[src/rtl/div_unit.sv]
// Iterative radix-2 restoring divider for DIV.W/MOD.W/DIV.WU/MOD.WU.
// One op in flight; result held under a valid/ready response handshake.
module div_unit #(
  parameter int WIDTH = 32,
  parameter int CNT_W = 6
) (
  input  logic             clk,
  input  logic             resetn,
  input  logic             req_valid,
  output logic             req_ready,
  input  logic [3:0]       div_op,
  input  logic [WIDTH-1:0] src1,
  input  logic [WIDTH-1:0] src2,
  input  logic             flush,
  output logic             res_valid,
  input  logic             res_ready,
  output logic [WIDTH-1:0] result,
  output logic             busy
);

  typedef enum logic [1:0] {
    IDLE,
    CALC,
    FIX,
    DONE
  } state_t;

  state_t state, state_n;

  logic             accept;
  logic             op_signed;
  logic             op_mod;
  logic [WIDTH-1:0] a_abs;
  logic [WIDTH-1:0] b_abs;

  logic             mod_q;
  logic             s1_neg;
  logic             s2_neg;
  logic             dzero;
  logic [WIDTH:0]   rem;
  logic [WIDTH-1:0] quo;
  logic [WIDTH-1:0] dvs;
  logic [CNT_W-1:0] cnt;
  logic [WIDTH-1:0] result_q;
  logic             res_valid_q;

  logic [WIDTH:0]   rem_sh;
  logic [WIDTH+1:0] diff;
  logic [WIDTH-1:0] q_fix;
  logic [WIDTH-1:0] r_fix;

  assign req_ready = (state == IDLE) & ~flush;
  assign accept    = req_valid & req_ready;
  assign busy      = (state != IDLE);
  assign res_valid = res_valid_q;
  assign result    = result_q;

  // Non-one-hot encodings fall through as DIV.WU.
  always_comb begin
    op_signed = 1'b0;
    op_mod    = 1'b0;
    if ($onehot(div_op)) begin
      unique case (1'b1)
        div_op[0]: op_signed = 1'b1;
        div_op[1]: begin
          op_signed = 1'b1;
          op_mod    = 1'b1;
        end
        div_op[2]: op_mod = 1'b0;
        div_op[3]: op_mod = 1'b1;
      endcase
    end
  end

  always_comb begin
    a_abs = src1;
    b_abs = src2;
    if (op_signed && src1[WIDTH-1]) a_abs = -src1;
    if (op_signed && src2[WIDTH-1]) b_abs = -src2;
  end

  always_comb begin
    rem_sh = {rem[WIDTH-1:0], quo[WIDTH-1]};
    diff   = {1'b0, rem_sh} - {2'b00, dvs};
  end

  // Remainder follows dividend sign; a zero divisor forces all-ones quotient.
  always_comb begin
    q_fix = quo;
    r_fix = rem[WIDTH-1:0];
    if (s1_neg ^ s2_neg) q_fix = -quo;
    if (s1_neg) r_fix = -rem[WIDTH-1:0];
    if (dzero) q_fix = '1;
  end

  always_ff @(posedge clk or negedge resetn) begin
    if (!resetn) state <= IDLE;
    else         state <= state_n;
  end

  always_comb begin
    state_n = state;
    if (flush) begin
      state_n = IDLE;
    end else begin
      unique case (state)
        IDLE: if (req_valid) state_n = CALC;
        CALC: if (cnt == CNT_W'(WIDTH - 1)) state_n = FIX;
        FIX:  state_n = DONE;
        DONE: if (res_ready) state_n = IDLE;
        default: state_n = IDLE;
      endcase
    end
  end

  always_ff @(posedge clk or negedge resetn) begin
    if (!resetn) begin
      mod_q       <= 1'b0;
      s1_neg      <= 1'b0;
      s2_neg      <= 1'b0;
      dzero       <= 1'b0;
      rem         <= '0;
      quo         <= '0;
      dvs         <= '0;
      cnt         <= '0;
      result_q    <= '0;
      res_valid_q <= 1'b0;
    end else begin
      if (accept) begin
        mod_q  <= op_mod;
        s1_neg <= op_signed & src1[WIDTH-1];
        s2_neg <= op_signed & src2[WIDTH-1];
        dzero  <= (src2 == '0);
        rem    <= '0;
        quo    <= a_abs;
        dvs    <= b_abs;
        cnt    <= '0;
      end
      if (state == CALC) begin
        rem <= diff[WIDTH+1] ? rem_sh : diff[WIDTH:0];
        quo <= {quo[WIDTH-2:0], ~diff[WIDTH+1]};
        cnt <= cnt + 1'b1;
      end
      if (flush) begin
        res_valid_q <= 1'b0;
      end else if (state == FIX) begin
        result_q    <= mod_q ? r_fix : q_fix;
        res_valid_q <= 1'b1;
      end else if (state == DONE && res_ready) begin
        res_valid_q <= 1'b0;
      end
    end
  end

endmodule

[config.mk]
export PLATFORM = sky130hd
export DESIGN_NAME = div_unit
export DESIGN_NICKNAME = d
export VERILOG_FILES = /design/src/rtl/div_unit.sv
export SDC_FILE = /design/constraint.sdc
export NUM_CORES = 1
export LEC_CHECK = 0
export CAP_MARGIN = 15
export CELL_PAD_IN_SITES_DETAIL_PLACEMENT = 2
export CELL_PAD_IN_SITES_GLOBAL_PLACEMENT = 2
export CORE_AREA = 2 2 157 220
export CTS_CLUSTER_SIZE = 8
export DETAILED_ROUTE_END_ITERATION = 10
export DIE_AREA = 0 0 159 222
export PLACE_DENSITY_LB_ADDON = 0.1
export SYNTH_ARGS = -nofsm -noshare
export SYNTH_HDL_FRONTEND = slang
export SYNTH_SLANG_ARGS = --single-unit
[constraint.sdc]
create_clock -name clk -period 2.97 [get_ports clk]
set_input_delay 0.4455 -clock clk [delete_from_list [all_inputs] [get_ports clk]]
set_output_delay 0.4455 -clock clk [all_outputs]
set_load 0.02 [all_outputs]
# Word-level counts from Yosys, hierarchy flattened
# Cells that the tools add are included.
word_totals:
  register_bits: 141
  out_inout_bits: 35
op_classes:
  n_eq_ne: 8
  bitwise_logic: 7
  addsub: 9
  n_reduce_logical: 12
  n_mux: 25
ops:
  columns: ["op", "n"]
  rows:
  - ["$mux W32", 11]
  - ["$neg A32 Y32", 4]
  - ["$sub A33 B32 Y34", 1]
  - ["$logic_not A32 Y1", 1]
  - ["$mux W6", 2]
  - ["$ne A3 B3 Y1 const B", 3]
  - ["$mux W2", 4]
  - ["$pmux W2 S4", 1]
  - ["$mux W1", 7]
  - ["$add A6 B1 Y6 const B", 1]
  - ["$eq A6 B5 Y1 const B", 1]
  - ["$add A1 B1 Y2", 2]
  - ["$and A1 B1 Y1", 4]
  - ["$eq A2 B2 Y1 const B", 2]
  - ["$reduce_bool A2 Y1", 2]
  - ["$reduce_or A2 Y1", 2]
  - ["$add A2 B2 Y3", 1]
  - ["$eq A3 B1 Y1 const B", 1]
  - ["$logic_and A1 B1 Y1", 3]
  - ["$reduce_and A3 Y1", 1]
  - ["$reduce_bool A3 Y1", 1]
  - ["$eq A2 B1 Y1 const B", 1]
  - ["$logic_not A2 Y1", 1]
  - ["$not A1 Y1", 2]
  - ["other kinds (2)", 2]

# Logic depth before layout (Yosys ltp)
logic_depth:
  depth_word: 8
  depth_mapped: 16
  mapped_depth_nobuf: 14

# Worst setup path after synthesis
# OpenSTA, ideal clock, no wires.
synth_timing:
  path_type: "input port to flip-flop"
  startpoint: "in div_op[0]"
  endpoint: "reg quo[13]"
  t_required_ns: 2.887
  cell_stages: 16
  t_arrival_ns: 3.034
  setup_slack_ns: -0.147
  n_path_buf: 2
  setup_time_ns: 0.083
  cell_sequence: "inv_1 -> fa_1 -> inv_1 -> ha_1 -> ha_1 -> nor2_1 -> nand2_1 -> nor2_1 -> and2_1 -> clkbuf_1 -> clkbuf_1 -> o41ai_1 -> xor2_1 -> nor2_1 -> a21oi_1 -> o21ai_0"
synth_between:
  elab_chain_len: 8
  word_cells_on_any_way: 10
  cone_classes: "add/sub: 2; eq/ne: 1; mux: 5; reduce/logical: 2"
synth_lines:
  columns: ["element", "line", "rtl"]
  rows:
  - ["from (decl)", "11", "input logic [3:0] div_op,"]
  - ["$add A1 B1 Y2 (implied by the code)", "62", "if ($onehot(div_op)) begin"]
  - ["$add A2 B2 Y3 (implied by the code)", "62", null]
  - ["$eq A3 B1 Y1", "62", null]
  - ["$mux W1 *", "62", null]
  - ["$logic_and A1 B1 Y1 *", "78", "if (op_signed && src1[WIDTH-1]) a_abs = -src1;"]
  - ["$mux W32 *", "78", null]
  - ["$mux W32 *", "129", "if (accept) begin"]
  - ["$mux W32 *", "139", "if (state == CALC) begin"]
  - ["to (signal assigned)", "135", "quo <= a_abs;"]
  - ["to (signal assigned)", "141", "quo <= {quo[WIDTH-2:0], ~diff[WIDTH+1]};"]
  - ["to (decl)", "41", "logic [WIDTH-1:0] quo;"]
# Every way passes the cells marked *; elsewhere a longest branch is shown, timed or not. The select of a mux whose other input is x is not followed.
# A chain may end at the register's enable or synchronous reset.

# Worst setup path after layout
layout_timing:
  startpoint: "reg rem[9]"
  endpoint: "reg rem[19]"
layout_between:
  elab_chain_len: 3
layout_lines:
  columns: ["element", "line", "rtl"]
  rows:
  - ["from (decl)", "40", "logic [WIDTH:0] rem;"]
  - ["from (signal assigned)", "140", "rem <= diff[WIDTH+1] ? rem_sh : diff[WIDTH:0];"]
  - ["$sub A33 B32 Y34", "84", "diff = {1'b0, rem_sh} - {2'b00, dvs};"]
  - ["$mux W32", "140", null]
  - ["$mux W32", "139", null]
# Every way passes these cells.

==> impl_results.md <==
- Root buf cell: clkbuf_16
- Max stage delay cell, worst path: a211oi_4
- Final HPWL DP: 28.3 mm
- Max-cap violation count: 0
- Vias in the first global route: 11811
- Antenna diodes: 0
- Syn. warnings: 0
- Max_slew headroom: 27.9%
- Cell Pwr Density: 1280 nW/um^2
- Post-synth top flop: dfrtp_1
- Max Clk Rate: 316 MHz
- Synth cell types: 63
- Unrepaired setup endpoints after global routing: true
- Die H: 222 um
- Reg2Reg Depth: 12
- Crit end category: register
- IO buf count: between 100 and 150
- CTS tree: yes
- Fin Hold WS: 478 ps
- Hold Crit Class: reg -> reg
- Final nets: 1667
- Clock transition at the registers of the reported paths: about 60 ps
- Synth Area in Compound Gates: a little under a quarter
- Worst Path Max Fanout: 6
- Synth Area in Adders: 5.63%
- Drt initial violations: ~370
- DRC viols: 0
- Clock sinks: 141
- Finished Cell Area: 15100 um^2
- IO Count: ~110
- Routed wire length: around 40 mm
- Core Rows: 79
- Max Slew Vio Count: 0
- Fraction of registers with async set/reset: 100%
- EDFF count, synth: 0
- Syn avg cell area: 8.20 um^2
- Global route total overflow: 0
- Via/cell ratio: 5.23
- Dpl ws: -609 ps
- Worst setup startpoint: rem[9]
- CP peak stage delay: 450 ps
- Synth Area in Simple Gates: 17.6%
- Worst path arrival time: 3510 ps
- Initial Utilization: 31.6%
- Die area: 35300 um^2
- Final Hold Vio Count: 0
- Failing checks: setup timing
- Total CTS buffers: 17
- Die width: between 150 and 200 um
- Wire length per cell: 20.3 um
- XOR/XNOR Fraction of Synth Area: 12.3%
- Worst setup margin: -190 ps
- Total chip power: 19400 uW
- CP most frequent cell: buf_12
- H-tree depth: 4
- Setup TNS Final: -3230 ps
- Fraction of layout instances using a drive strength above 1: between 20% and 30%
- Routed vias: 10489
- Flop and latch count out of synthesis: 141
- Syn nets: about 1400
- Largest net degree at the start of global routing: 67
- Drt pass-1 iters: 4
- GPL Wtd Cong: approximately 0.81
- Setup violations, final: 33
- Post-route minimum period: roughly 3200 ps
- Slew @ Worst Pin: ~1100 ps
- Clock buffer depth: 2
- Startpoint class of the critical path: register
- GR Util All Layers: 22.4%
- DRT antenna net count: 0
- Area growth syn-to-layout: 44.1%
- Largest family of logic cells by synthesized area: compound AO/OA/AOI/OAI gates
- Initial antenna violation count: 0
- Sequential share of the synthesized area: 33.6%
- Worst Hold Launch: result[8]
- Cell area after synthesis: 10500 um^2
- Required @ worst endpoint: 3320 ps
- Status: finished, violations left
- Hold Path Depth: 1
- Post-synthesis mux area share: 2.62%
- P_leak: 0.00661 uW
- Worst path cell trace: ha_1, nand4_1, a211oi_2, o21ai_2, a211oi_4, a31oi_4, a41oi_4, buf_12, buf_12, buf_16, mux2_4, a22o_1
- Cells after synthesis: ~1300
- Placed inst area: 13400 um^2
- First-pass GRT wire length: around 64 mm
- Final cycle utilization of the critical path: 106%
- Worst Skew: 8.93 ps
- Clk_lat worst skew: 460 ps
- Reg2reg start: rem[9]
- Core area: 33200 um^2
- Peak VDD IR: 0.503 mV
- Fillers: 3674
- WS Path Type: reg -> reg
layout make-up:
class	count	area, um^2	share of cell area (%)
inverters	64	244	1.61
multi-input cells	1004	7120	47.0
repair buffers	320	3030	20.0
well taps	445	557	3.68
clock inverters	11	188	1.24
clock buffers	21	470	3.11
flip-flops and latches	141	3530	23.3
flip-flops by register name (all words and copies together) (netlist names):
register,flops
rem,32
s1_neg,1
res_valid,1
dzero,1
cnt,6
state,2
s2_neg,1
result,32
mod_q,1
dvs,32
quo,32
critical path: cells and delay by family (launching register included):
family / cells / cell delay (ps)
AO/OA/AOI/OAI: 6 / 1430
flip-flops: 1 / 420
buffers and inverters: 3 / 410
adder cells (fa/ha/maj): 1 / 320
multiplexers: 1 / 300
AND/OR/NAND/NOR: 1 / 160
synthesized netlist by cell type, types with 2 or more instances:
| cell type | count | share of area [%] |
|---|---|---|
| o22ai_1 | 8 | 0.48 |
| and3_1 | 4 | 0.24 |
| o311ai_0 | 5 | 0.42 |
| nand2b_1 | 11 | 0.66 |
| buf_1 | 3 | 0.11 |
| a31o_2 | 2 | 0.17 |
| nand4_1 | 9 | 0.54 |
| or3_1 | 11 | 0.66 |
| nand3b_1 | 7 | 0.50 |
| ha_1 | 44 | 5.2 |
| mux2_2 | 12 | 1.3 |
| clkbuf_1 | 64 | 2.3 |
| or4_4 | 4 | 0.43 |
| o41ai_1 | 12 | 1.0 |
| a221oi_1 | 19 | 1.6 |
| nor4_1 | 12 | 0.72 |
| o221ai_1 | 5 | 0.42 |
| and4_1 | 2 | 0.17 |
| nor3_1 | 14 | 0.67 |
| o21ai_0 | 129 | 6.2 |
| a22o_1 | 9 | 0.75 |
| or2_2 | 3 | 0.18 |
| fa_1 | 2 | 0.38 |
| and2_1 | 10 | 0.60 |
| buf_2 | 4 | 0.19 |
| nand3_1 | 14 | 0.67 |
| a211oi_1 | 7 | 0.50 |
| a21o_1 | 35 | 2.5 |
| dfrtp_1 | 141 | 34 |
| o31ai_1 | 28 | 2.0 |
| nand2_1 | 177 | 6.3 |
| o211ai_1 | 10 | 0.72 |
| nor2_1 | 88 | 3.1 |
| mux2i_1 | 14 | 1.3 |
| a31oi_1 | 12 | 0.72 |
| xor2_1 | 89 | 7.4 |
| xnor2_1 | 59 | 4.9 |
| a21oi_1 | 98 | 4.7 |
| or4_1 | 8 | 0.57 |
| a211o_1 | 2 | 0.17 |
| nand4b_1 | 2 | 0.17 |
| inv_1 | 64 | 2.3 |
| nor2b_1 | 7 | 0.42 |
metrics by stage:
stage / utilization, % / instances
3_3_place_gp: 40.2 / 1941
2_1_floorplan: - / 1280
4_1_cts: 43.8 / 1988
3_5_place_dp: 40.2 / 1941
5_1_grt: 45.6 / 2006
6_report: 45.6 / 2006
final timing paths:
check	to	slack, ps
setup / recovery	rem[19]	-190
hold / removal	result[8]	480
setup reg to reg	rem[19]	-190
hold reg to reg	result[8]	480
max in group asynchronous	dvs[8]	1640
min in group asynchronous	dvs[2]	500
logic make-up after synthesis:
kind of cell,Yosys count
buffers and inverters,135
AO/OA/AOI/OAI,391
adder cells (fa/ha/maj),46
XOR/XNOR,148
AND/OR/NAND/NOR,393
multiplexers,26
flip-flops,141
routing by layer:
metal / share of wire [%] / up-vias / track usage [%]
met4: 2.1 / 0 / 6.95
met1: 41 / 5275 / 25.9
met3: 1.9 / 37 / 2.92
met2: 55 / 127 / 42.6
li1: - / 5050 / -
met5: 0 / - / 0
report_power, final:
group          internal (uW)  switching (uW)
Combinational           6370            6930
Sequential              2760             846
Clock                   1550             899
Total                  10700            8680
timing repair:
item,in CTS,in global routing
gates resized for setup,86,95
hold buffers,1,0
setup buffers,12,19
pin swaps,31,45
endpoints found under the setup margin,69,100
endpoints found under the hold margin,52,0
gates cloned,3,4
placed cells by master (no fill, tap or decap), drive strengths merged, types with 10 or more instances in the layout:
| cell | n |
|---|---|
| buf | 209 |
| nand2 | 178 |
| dfrtp | 141 |
| o21ai | 129 |
| clkdlybuf4s50 | 103 |
| a21oi | 98 |
| xor2 | 89 |
| nor2 | 88 |
| inv | 63 |
| xnor2 | 59 |
| ha | 44 |
| a21o | 35 |
| o31ai | 29 |
| clkbuf | 25 |
| a221oi | 19 |
| nand3 | 15 |
| mux2i | 14 |
| nor3 | 14 |
| nor4 | 14 |
| mux2 | 12 |
| o41ai | 12 |
| or3 | 12 |
| a31oi | 12 |
| or4 | 12 |
| nand2b | 11 |
| and2 | 11 |
| o211ai | 10 |
Power figures use the tool's default switching activity.
